### src/rtl/layers_feed.sv
// layers_feed: frames group-wide image words from an upstream FIFO into MAC
// windows for the layers block, tagging the final beat of each window with
// image_last and emitting the in-window kernel address.
// Optional build macro: LAYERS_FEED_STATS_EN enables the downstream stall
// counter on stall_cnt; without it stall_cnt is tied to zero.
module layers_feed #(
  parameter int CFG_DWIDTH  = 32,
  parameter int CFG_AWIDTH  = 5,
  parameter int CFG_ADDR    = 6,
  parameter int GROUP_NB    = 4,
  parameter int IMG_WIDTH   = 16,
  parameter int KADDR_WIDTH = 16
) (
  input  logic                          clk,
  input  logic                          rst,
  input  logic [CFG_DWIDTH-1:0]         cfg_data,
  input  logic [CFG_AWIDTH-1:0]         cfg_addr,
  input  logic                          cfg_valid,
  input  logic [GROUP_NB*IMG_WIDTH-1:0] src_bus,
  input  logic                          src_val,
  output logic                          src_rdy,
  output logic [GROUP_NB*IMG_WIDTH-1:0] image_bus,
  output logic                          image_last,
  output logic                          image_val,
  input  logic                          image_rdy,
  output logic [KADDR_WIDTH-1:0]        ker_addr,
  output logic                          busy,
  output logic                          done,
  output logic [31:0]                   stall_cnt
);

  localparam int DW = GROUP_NB * IMG_WIDTH;

  typedef enum logic [1:0] {
    S_IDLE,
    S_RUN,
    S_DONE
  } state_t;

  state_t r_state;
  state_t w_state_next;

  // Run configuration
  logic [15:0] r_win_len;
  logic [15:0] r_win_nb;

  // Upstream tagging counters
  logic [15:0] r_up_beat;
  logic [15:0] r_up_win;
  logic        r_up_done;

  // Downstream counters
  logic [15:0]            r_win_cnt;
  logic [KADDR_WIDTH-1:0] r_ker_addr;

  // Two-entry skid buffer, slot 0 is the head
  logic [DW-1:0] r_data0;
  logic [DW-1:0] r_data1;
  logic          r_last0;
  logic          r_last1;
  logic [1:0]    r_cnt;
  logic          r_src_rdy;

  logic        w_start;
  logic [15:0] w_cfg_len;
  logic [15:0] w_cfg_nb;
  logic        w_push;
  logic        w_pop;
  logic        w_pop_last;
  logic        w_final;
  logic        w_up_last;
  logic        w_up_final;
  logic        w_up_done_next;
  logic [1:0]  w_cnt_next;

  assign w_cfg_len  = cfg_data[15:0];
  assign w_cfg_nb   = cfg_data[31:16];
  assign w_start    = cfg_valid && (cfg_addr == CFG_AWIDTH'(CFG_ADDR)) && (r_state == S_IDLE);

  assign w_push     = src_val & r_src_rdy;
  assign w_pop      = (r_cnt != 2'd0) & image_rdy;
  assign w_pop_last = w_pop & r_last0;
  assign w_final    = w_pop_last && (r_win_cnt == r_win_nb - 16'd1);

  assign w_up_last      = (r_up_beat == r_win_len - 16'd1);
  assign w_up_final     = w_push && w_up_last && (r_up_win == r_win_nb - 16'd1);
  assign w_up_done_next = w_start ? 1'b0 : (r_up_done | w_up_final);

  // Buffer occupancy after this cycle's transfers
  always_comb begin
    w_cnt_next = r_cnt;
    case ({w_push, w_pop})
      2'b10:   w_cnt_next = r_cnt + 2'd1;
      2'b01:   w_cnt_next = r_cnt - 2'd1;
      default: w_cnt_next = r_cnt;
    endcase
  end

  // State register
  always_ff @(posedge clk or posedge rst) begin
    if (rst) r_state <= S_IDLE;
    else     r_state <= w_state_next;
  end

  // Next-state logic
  always_comb begin
    w_state_next = r_state;
    case (r_state)
      S_IDLE: begin
        if (w_start) begin
          if ((w_cfg_len != 16'd0) && (w_cfg_nb != 16'd0)) w_state_next = S_RUN;
          else                                             w_state_next = S_DONE;
        end
      end
      S_RUN:   if (w_final) w_state_next = S_DONE;
      S_DONE:  w_state_next = S_IDLE;
      default: w_state_next = S_IDLE;
    endcase
  end

  // State-decoded outputs
  always_comb begin
    busy = 1'b0;
    done = 1'b0;
    case (r_state)
      S_RUN:   busy = 1'b1;
      S_DONE:  begin
        busy = 1'b1;
        done = 1'b1;
      end
      default: begin
        busy = 1'b0;
        done = 1'b0;
      end
    endcase
  end

  // Latch window geometry on an accepted start
  always_ff @(posedge clk or posedge rst) begin
    if (rst) begin
      r_win_len <= '0;
      r_win_nb  <= '0;
    end else if (w_start) begin
      r_win_len <= w_cfg_len;
      r_win_nb  <= w_cfg_nb;
    end
  end

  // Upstream beat/window tagging; stops accepting after the final word
  always_ff @(posedge clk or posedge rst) begin
    if (rst) begin
      r_up_beat <= '0;
      r_up_win  <= '0;
      r_up_done <= 1'b0;
    end else if (w_start) begin
      r_up_beat <= '0;
      r_up_win  <= '0;
      r_up_done <= 1'b0;
    end else begin
      r_up_done <= w_up_done_next;
      if (w_push) begin
        if (w_up_last) begin
          r_up_beat <= '0;
          r_up_win  <= r_up_win + 16'd1;
        end else begin
          r_up_beat <= r_up_beat + 16'd1;
        end
      end
    end
  end

  // Registered upstream ready: open only while the buffer keeps a free slot
  always_ff @(posedge clk or posedge rst) begin
    if (rst) r_src_rdy <= 1'b0;
    else     r_src_rdy <= (w_state_next == S_RUN) && (w_cnt_next <= 2'd1) && !w_up_done_next;
  end

  // Skid buffer: push to first free slot, pop shifts slot 1 into the head
  always_ff @(posedge clk or posedge rst) begin
    if (rst) begin
      r_data0 <= '0;
      r_data1 <= '0;
      r_last0 <= 1'b0;
      r_last1 <= 1'b0;
      r_cnt   <= 2'd0;
    end else begin
      r_cnt <= w_cnt_next;
      case ({w_push, w_pop})
        2'b10: begin
          if (r_cnt == 2'd0) begin
            r_data0 <= src_bus;
            r_last0 <= w_up_last;
          end else begin
            r_data1 <= src_bus;
            r_last1 <= w_up_last;
          end
        end
        2'b01: begin
          r_data0 <= r_data1;
          r_last0 <= r_last1;
        end
        2'b11: begin
          if (r_cnt == 2'd1) begin
            r_data0 <= src_bus;
            r_last0 <= w_up_last;
          end else begin
            r_data0 <= r_data1;
            r_last0 <= r_last1;
            r_data1 <= src_bus;
            r_last1 <= w_up_last;
          end
        end
        default: ;
      endcase
    end
  end

  // Downstream kernel address and window count
  always_ff @(posedge clk or posedge rst) begin
    if (rst) begin
      r_ker_addr <= '0;
      r_win_cnt  <= '0;
    end else if (w_start) begin
      r_ker_addr <= '0;
      r_win_cnt  <= '0;
    end else if (w_pop) begin
      if (r_last0) begin
        r_ker_addr <= '0;
        r_win_cnt  <= r_win_cnt + 16'd1;
      end else begin
        r_ker_addr <= r_ker_addr + KADDR_WIDTH'(1);
      end
    end
  end

  assign src_rdy    = r_src_rdy;
  assign image_bus  = r_data0;
  assign image_last = r_last0;
  assign image_val  = (r_cnt != 2'd0);
  assign ker_addr   = r_ker_addr;

`ifdef LAYERS_FEED_STATS_EN
  logic [31:0] r_stall_cnt;

  // Saturating count of cycles where layers back-pressures a valid beat
  always_ff @(posedge clk or posedge rst) begin
    if (rst) begin
      r_stall_cnt <= '0;
    end else if (w_start) begin
      r_stall_cnt <= '0;
    end else if (busy && image_val && !image_rdy && (r_stall_cnt != '1)) begin
      r_stall_cnt <= r_stall_cnt + 32'd1;
    end
  end

  assign stall_cnt = r_stall_cnt;
`else
  assign stall_cnt = '0;
`endif

endmodule

### config.mk
export PLATFORM = sky130hd
export DESIGN_NAME = layers_feed
export DESIGN_NICKNAME = d
export VERILOG_FILES = /design/src/rtl/layers_feed.sv
export SDC_FILE = /design/constraint.sdc
export NUM_CORES = 1
export LEC_CHECK = 0
export BUFFER_PORTS_ARGS = -buffer_cell sky130_fd_sc_hd__buf_2
export CORE_MARGIN = 2
export CORE_UTILIZATION = 61
export CTS_CLUSTER_DIAMETER = 150
export DETAILED_ROUTE_END_ITERATION = 8
export GPL_ROUTABILITY_DRIVEN = 0
export PLACE_DENSITY = 0.9
export SLEW_MARGIN = 20
export SYNTH_ARGS = -nofsm -noshare
export SYNTH_HDL_FRONTEND = slang
export SYNTH_SLANG_ARGS = --single-unit
export TNS_END_PERCENT = 10
### constraint.sdc
create_clock -name clk -period 10.94 [get_ports clk]
set_input_delay 1.094 -clock clk [delete_from_list [all_inputs] [get_ports clk]]
set_output_delay 1.094 -clock clk [all_outputs]
set_load 0.005 [all_outputs]
Yosys cells after proc, flatten, opt, wreduce, memory -nomap -nowiden

Index checks and enable logic that the tools add are counted.

Logic and storage cells: 99
Flip-flop bits (word level): 232
Output and inout bits: 117

Multiplexer cells: 33
Reduce and logical (&&, ||, !) cells: 25
$lt $le $gt $ge: 1
Add/sub/neg operators: 8
Equal/unequal tests: 14
Bitwise gates (word level): 4

Operators with widths:

| operator                                            | number |
|---|---|
| two-way mux 64 bit                                  | 4 |
| two-way mux 16 bit                                  | 12 |
| case mux 64 bit (3 select lines)                    | 1 |
| case mux 64 bit (2 select lines)                    | 1 |
| adder 16 x 1 -> 16 bit (second input constant)      | 4 |
| == test 16 bit                                      | 3 |
| nonzero test 16 bit                                 | 2 |
| subtractor 16 x 1 -> 16 bit (second input constant) | 2 |
| nonzero test 2 bit                                  | 6 |
| == test 2 x 1 -> 1 bit (second input constant)      | 4 |
| logical AND 1 bit                                   | 8 |
| two-way mux 1 bit                                   | 8 |
| case mux 2 bit (2 select lines)                     | 2 |
| == test 2 bit (second input constant)               | 3 |
| two-way mux 2 bit                                   | 3 |
| inequality test 2 bit (second input constant)       | 3 |
| AND reduction 2 bit                                 | 3 |
| == test 5 x 3 -> 1 bit (second input constant)      | 1 |
| zero test 2 bit                                     | 2 |
| bitwise AND 1 bit                                   | 3 |
| case mux 1 bit (3 select lines)                     | 1 |
| AND reduction 3 bit                                 | 1 |
| nonzero test 3 bit                                  | 1 |
| adder 2 x 1 -> 2 bit (second input constant)        | 1 |
| 6 further kinds                                     | 6 |

Depth between registers and ports, before layout

Depth after elaboration: 9
Depth in mapped cells: 13
Mapped depth without buffers: 12

Least setup slack after synthesis

No wires, ideal clock.

Path kind: input to register
From: in image_rdy
To: reg r_src_rdy (netlist: src_rdy)
Required time: 10.809 ns
Path buffers: 1
Arrival: 2.993 ns
Setup slack: 7.816 ns
Stages on the path: 10
Path through: nand2_1 inv_2 and2_0 clkbuf_1 nand4_1 or4_1 nor4_1 a31oi_1 a21boi_0 nor4_1

Cells in the longest elaborated chain, start to end: 8

RTL lines:

| item                                | RTL line | source |
|---|---|---|
| start: declaration                  | 25       | `input logic image_rdy,` |
| bitwise AND 1 bit (*)               | 81       | `assign w_pop = (r_cnt != 2'd0) & image_rdy;` |
| bitwise AND 1 bit                   | 82       | `assign w_pop_last = w_pop & r_last0;` |
| logical AND 1 bit                   | 83       | `assign w_final = w_pop_last && (r_win_cnt == r_win_nb - 16'd1);` |
| two-way mux 2 bit                   | 115      | `S_RUN: if (w_final) w_state_next = S_DONE;` |
| case mux 2 bit (2 select lines)     | 108      | `case (r_state)` |
| == test 2 x 1 -> 1 bit              | 175      | `else r_src_rdy <= (w_state_next == S_RUN) && (w_cnt_next <= 2'd1) && !w_up_done_next;` |
| logical AND 1 bit (*) (2 in series) | 175      |  |
| end signal: assignment              | 175      |  |
| end: declaration                    | 62       | `logic r_src_rdy;` |

Mark *: on every way between the ends. The rest lies on a longest branch, timed or not.
A chain may end at the register's enable or synchronous reset.

Worst setup path after layout

From: reg r_win_len[0]
To: reg r_up_beat[9]

Cells in the longest elaborated chain, start to end: 5

RTL lines:

| item                        | RTL line | source |
|---|---|---|
| start: declaration          | 44       | `logic [15:0] r_win_len;` |
| start signal: assignment    | 144      | `r_win_len <= w_cfg_len;` |
| subtractor 16 x 1 -> 16 bit | 85       | `assign w_up_last = (r_up_beat == r_win_len - 16'd1);` |
| == test 16 bit              | 85       |  |
| two-way mux 16 bit          | 162      | `if (w_up_last) begin` |
| two-way mux 16 bit          | 161      | `if (w_push) begin` |
| two-way mux 16 bit          | 155      | `end else if (w_start) begin` |
| end signal: assignment      | 166      | `r_up_beat <= r_up_beat + 16'd1;` |
| end: declaration            | 48       | `logic [15:0] r_up_beat;` |

Every way passes these cells. The select of a mux whose other input is x is not followed.

==> out/results.tsv <==
metric	value	unit
outcome	finished clean	
die_area	0.0207	sq mm
leakagePower	6.49	nW
yosys.area.top_type	dfrtp_1	
drv_cap	0	
cts_setup_buffers	0	
rsz0062_at_grt	false	
detail_route.wl_per_cell	17.9	um
relSlewSlack	34.4	%
finalCritPeriodShare	35.7	%
crit_path_end_kind	flop	
final_cell_area	0.0137	sq mm
die_w	144	um
drc_errors	0	
swShare	35.1	%
power.total	0.00324	W
cp_max_fo	14	
cp_cell_sequence	inv_1 > ha_1 > nor3b_2 > nand4b_1 > xnor2_1 > and3_1 > o2111ai_2 > nor2_1 > or4_1 > a31oi_1	
syn_area_per_cell	9.69	sq um
max_stage_delay	0.74	ns
setup_viol	0	
pin_count	223	
clk_path_buf_depth	3	
antenna_cells	0	
coreArea	0.0193	sq mm
synth_most_common_cell	dfrtp_1	
grt_pass1_wl	49000	um
grt_pass1_vias	9866	
combPwrFrac	31.3	%
yosysSeqAreaShare	48.7	%
crit_type	flop to flop	
slew_violations	0	
fill_cells	1340	
grt_usage	29.3	%
cts_tree	built	
placed_area	0.0129	sq mm
h-tree-depth	1	
cp-start-kind	flop	
clock_latency	0.53	ns
tns	0	ns
required	11.38	ns
area_delta_synth_final	15.0	%
synth_edf_count	0	
portBuffers	190	
row_count	51	
synth_area_leaders	dfrtp_1, nand2_1, mux2_2, xnor2_1, a22oi_1	
grt-ovfl-total	0	
cp_slowest_cell	o2111ai_2	
p_clk_share	26.0	%
synthFlopType	dfrtp_1	
arrival	4.34	ns
seq_area	0.00581	sq mm
fin_skew	0.0131	ns
vias_per_cell	6.02	
drtIter0Drc	787	
path_clk_slew	0.06	ns
dieHeight	144	um
p_int	0.00210	W
synth_cells	1232	
cts_buffers	25	
hpwl	19500	um
fmax	0.256	GHz
ys_seq_elements	232	
synth_commonest_cells	dfrtp_1, nand2_1, o21ai_0	
synth_top_area_share	48.7	%
cts_hold_buf	0	
antenna_found_initial	1	
multi_input_area	0.00565	sq mm
yosys_warnings	0	
async_reset_ff_share	100	%
critPathTopFamily	simple AND/OR/NAND/NOR gates	
dr.pass1.iters	5	
grt_max_degree	157	
cts-root-buf	clkbuf_16	
cts_sinks	232	
final_nets	1500	
num_vias	10000	
initial_core_util	61.7	%
ir_worst_vdd	0.190	mV
pre_cts_ws	6.70	ns
synth.distinct_cells	67	
power.density	236	mW/mm^2
drive_gt1_share	23.7	%
crit_buf_inv	1	
worst_slew_pin_slew	0.985	ns
cts-resized-gates	0	
min_period	3.90	ns
hold_viol	0	
fin_ws	7.04	ns
hp-class	flop to flop	
drtAntennaViolNets	0	
power_switching	0.00114	W
synth_area	0.0119	sq mm
pwr-share-seq	42.7	%
wl	29800	um
==> state kept, by name (all words and copies together), names as in the netlist <==
register and count:
image_bus 64, image_last 1, ker_addr 16, r_cnt 2, r_data1 64, r_last1 1, r_state 2, r_up_beat 16
r_up_done 1, r_up_win 16, r_win_cnt 16, r_win_len 16, r_win_nb 16, src_rdy 1
==> power groups by stage <==
stage / logic, W / clock network, W / registers, W
after CTS: 0.00101 / 0.000852 / 0.00138
after floorplan: 0.000704 / 0 / 0.00132
after global placement: 0.000942 / 0 / 0.00136
after global routing: 0.00113 / 0.000886 / 0.00141
after detailed placement: 0.000996 / 0 / 0.00138
final: 0.00101 / 0.000841 / 0.00138
==> routing by layer <==
layer	part of all wire, %	track usage [%]	vias to the layer above	routed length, um
met5	0	0	-	0
met2	50	48.8	456	14900
met1	38	37.0	4905	11400
li1	-	-	4575	-
met3	8.2	7.36	83	2460
met4	3.9	11.6	0	1150
==> area by class of cell <==
cell class	instances	area share, %
timing repair buffer	195	7.23
inverter	28	0.857
clock buffer	38	5.42
clock inverter	8	0.611
sequential	232	42.3
tap	265	2.42
multi-input combinational	898	41.2
==> layout by cell type, fill, tap and decap left out, types with 4 or more instances in the layout <==
| cell | n |
|---|---|
| xnor2_1 | 59 |
| or3_1 | 13 |
| buf_4 | 4 |
| a21oi_1 | 31 |
| inv_1 | 25 |
| nand3_1 | 30 |
| mux2i_1 | 4 |
| ha_1 | 14 |
| clkbuf_1 | 6 |
| o31ai_1 | 4 |
| mux2_2 | 65 |
| nor2_1 | 62 |
| nor4_1 | 17 |
| a22oi_1 | 67 |
| and3_1 | 13 |
| nor3_1 | 15 |
| nand4b_1 | 6 |
| buf_2 | 190 |
| nand4_1 | 21 |
| or2_2 | 4 |
| clkbuf_8 | 7 |
| nor4_2 | 7 |
| a31oi_1 | 21 |
| dfrtp_1 | 232 |
| xor2_1 | 34 |
| clkbuf_16 | 25 |
| or4_1 | 11 |
| o21ai_0 | 93 |
| nand2_1 | 214 |
| clkinv_2 | 5 |
| conb_1 | 32 |
==> per-stage QoR <==
| step | std cells | util [%] | hold WS (ns) |
|---|---|---|---|
| finish | 1664 | 71.0 | 0.478 |
| global route | 1664 | 71.0 | 0.501 |
| CTS | 1664 | 71.0 | 0.479 |
| detailed placement | 1618 | 66.7 | 0.465 |
| global placement | 1618 | 66.7 | 0.457 |
| floorplan | 1263 | - | 0.451 |
==> worst min-delay path, cell delays in order (launching register included) <==
cell	delay, ns
dfrtp_1	0.34
nand2_1	0.04
o21ai_0	0.06
==> logic make-up after synthesis <==
logic type / count (synthesis) / share of synthesized area, %
DFF: 232 / 48.7
xor gates and xnor gates: 93 / 6.83
AOI/OAI and AO/OA: 246 / 13.0
and+or+nand+nor: 444 / 18.3
adders and majority gates: 14 / 1.47
buffers and inverters: 133 / 5.30
other: 1 / 0.0314
muxes: 69 / 6.47
==> final timing paths <==
path	startpoint	endpoint	slack, ns	cells after the start
max reg2reg	r_win_len[0]$_DFFE_PP0P_	r_up_beat[9]$_DFFE_PP0P_	7.04	10
max in group asynchronous	rst	r_win_len[4]$_DFFE_PP0P_	8.72	3
max	r_win_len[0]$_DFFE_PP0P_	r_up_beat[9]$_DFFE_PP0P_	7.04	10
min in group asynchronous	rst	image_bus[61]$_DFFE_PP0P_	0.71	2
min reg2reg	image_bus[4]$_DFFE_PP0P_	image_bus[4]$_DFFE_PP0P_	0.48	2
min	image_bus[4]$_DFFE_PP0P_	image_bus[4]$_DFFE_PP0P_	0.48	2
(Power assumes the default switching activity.)
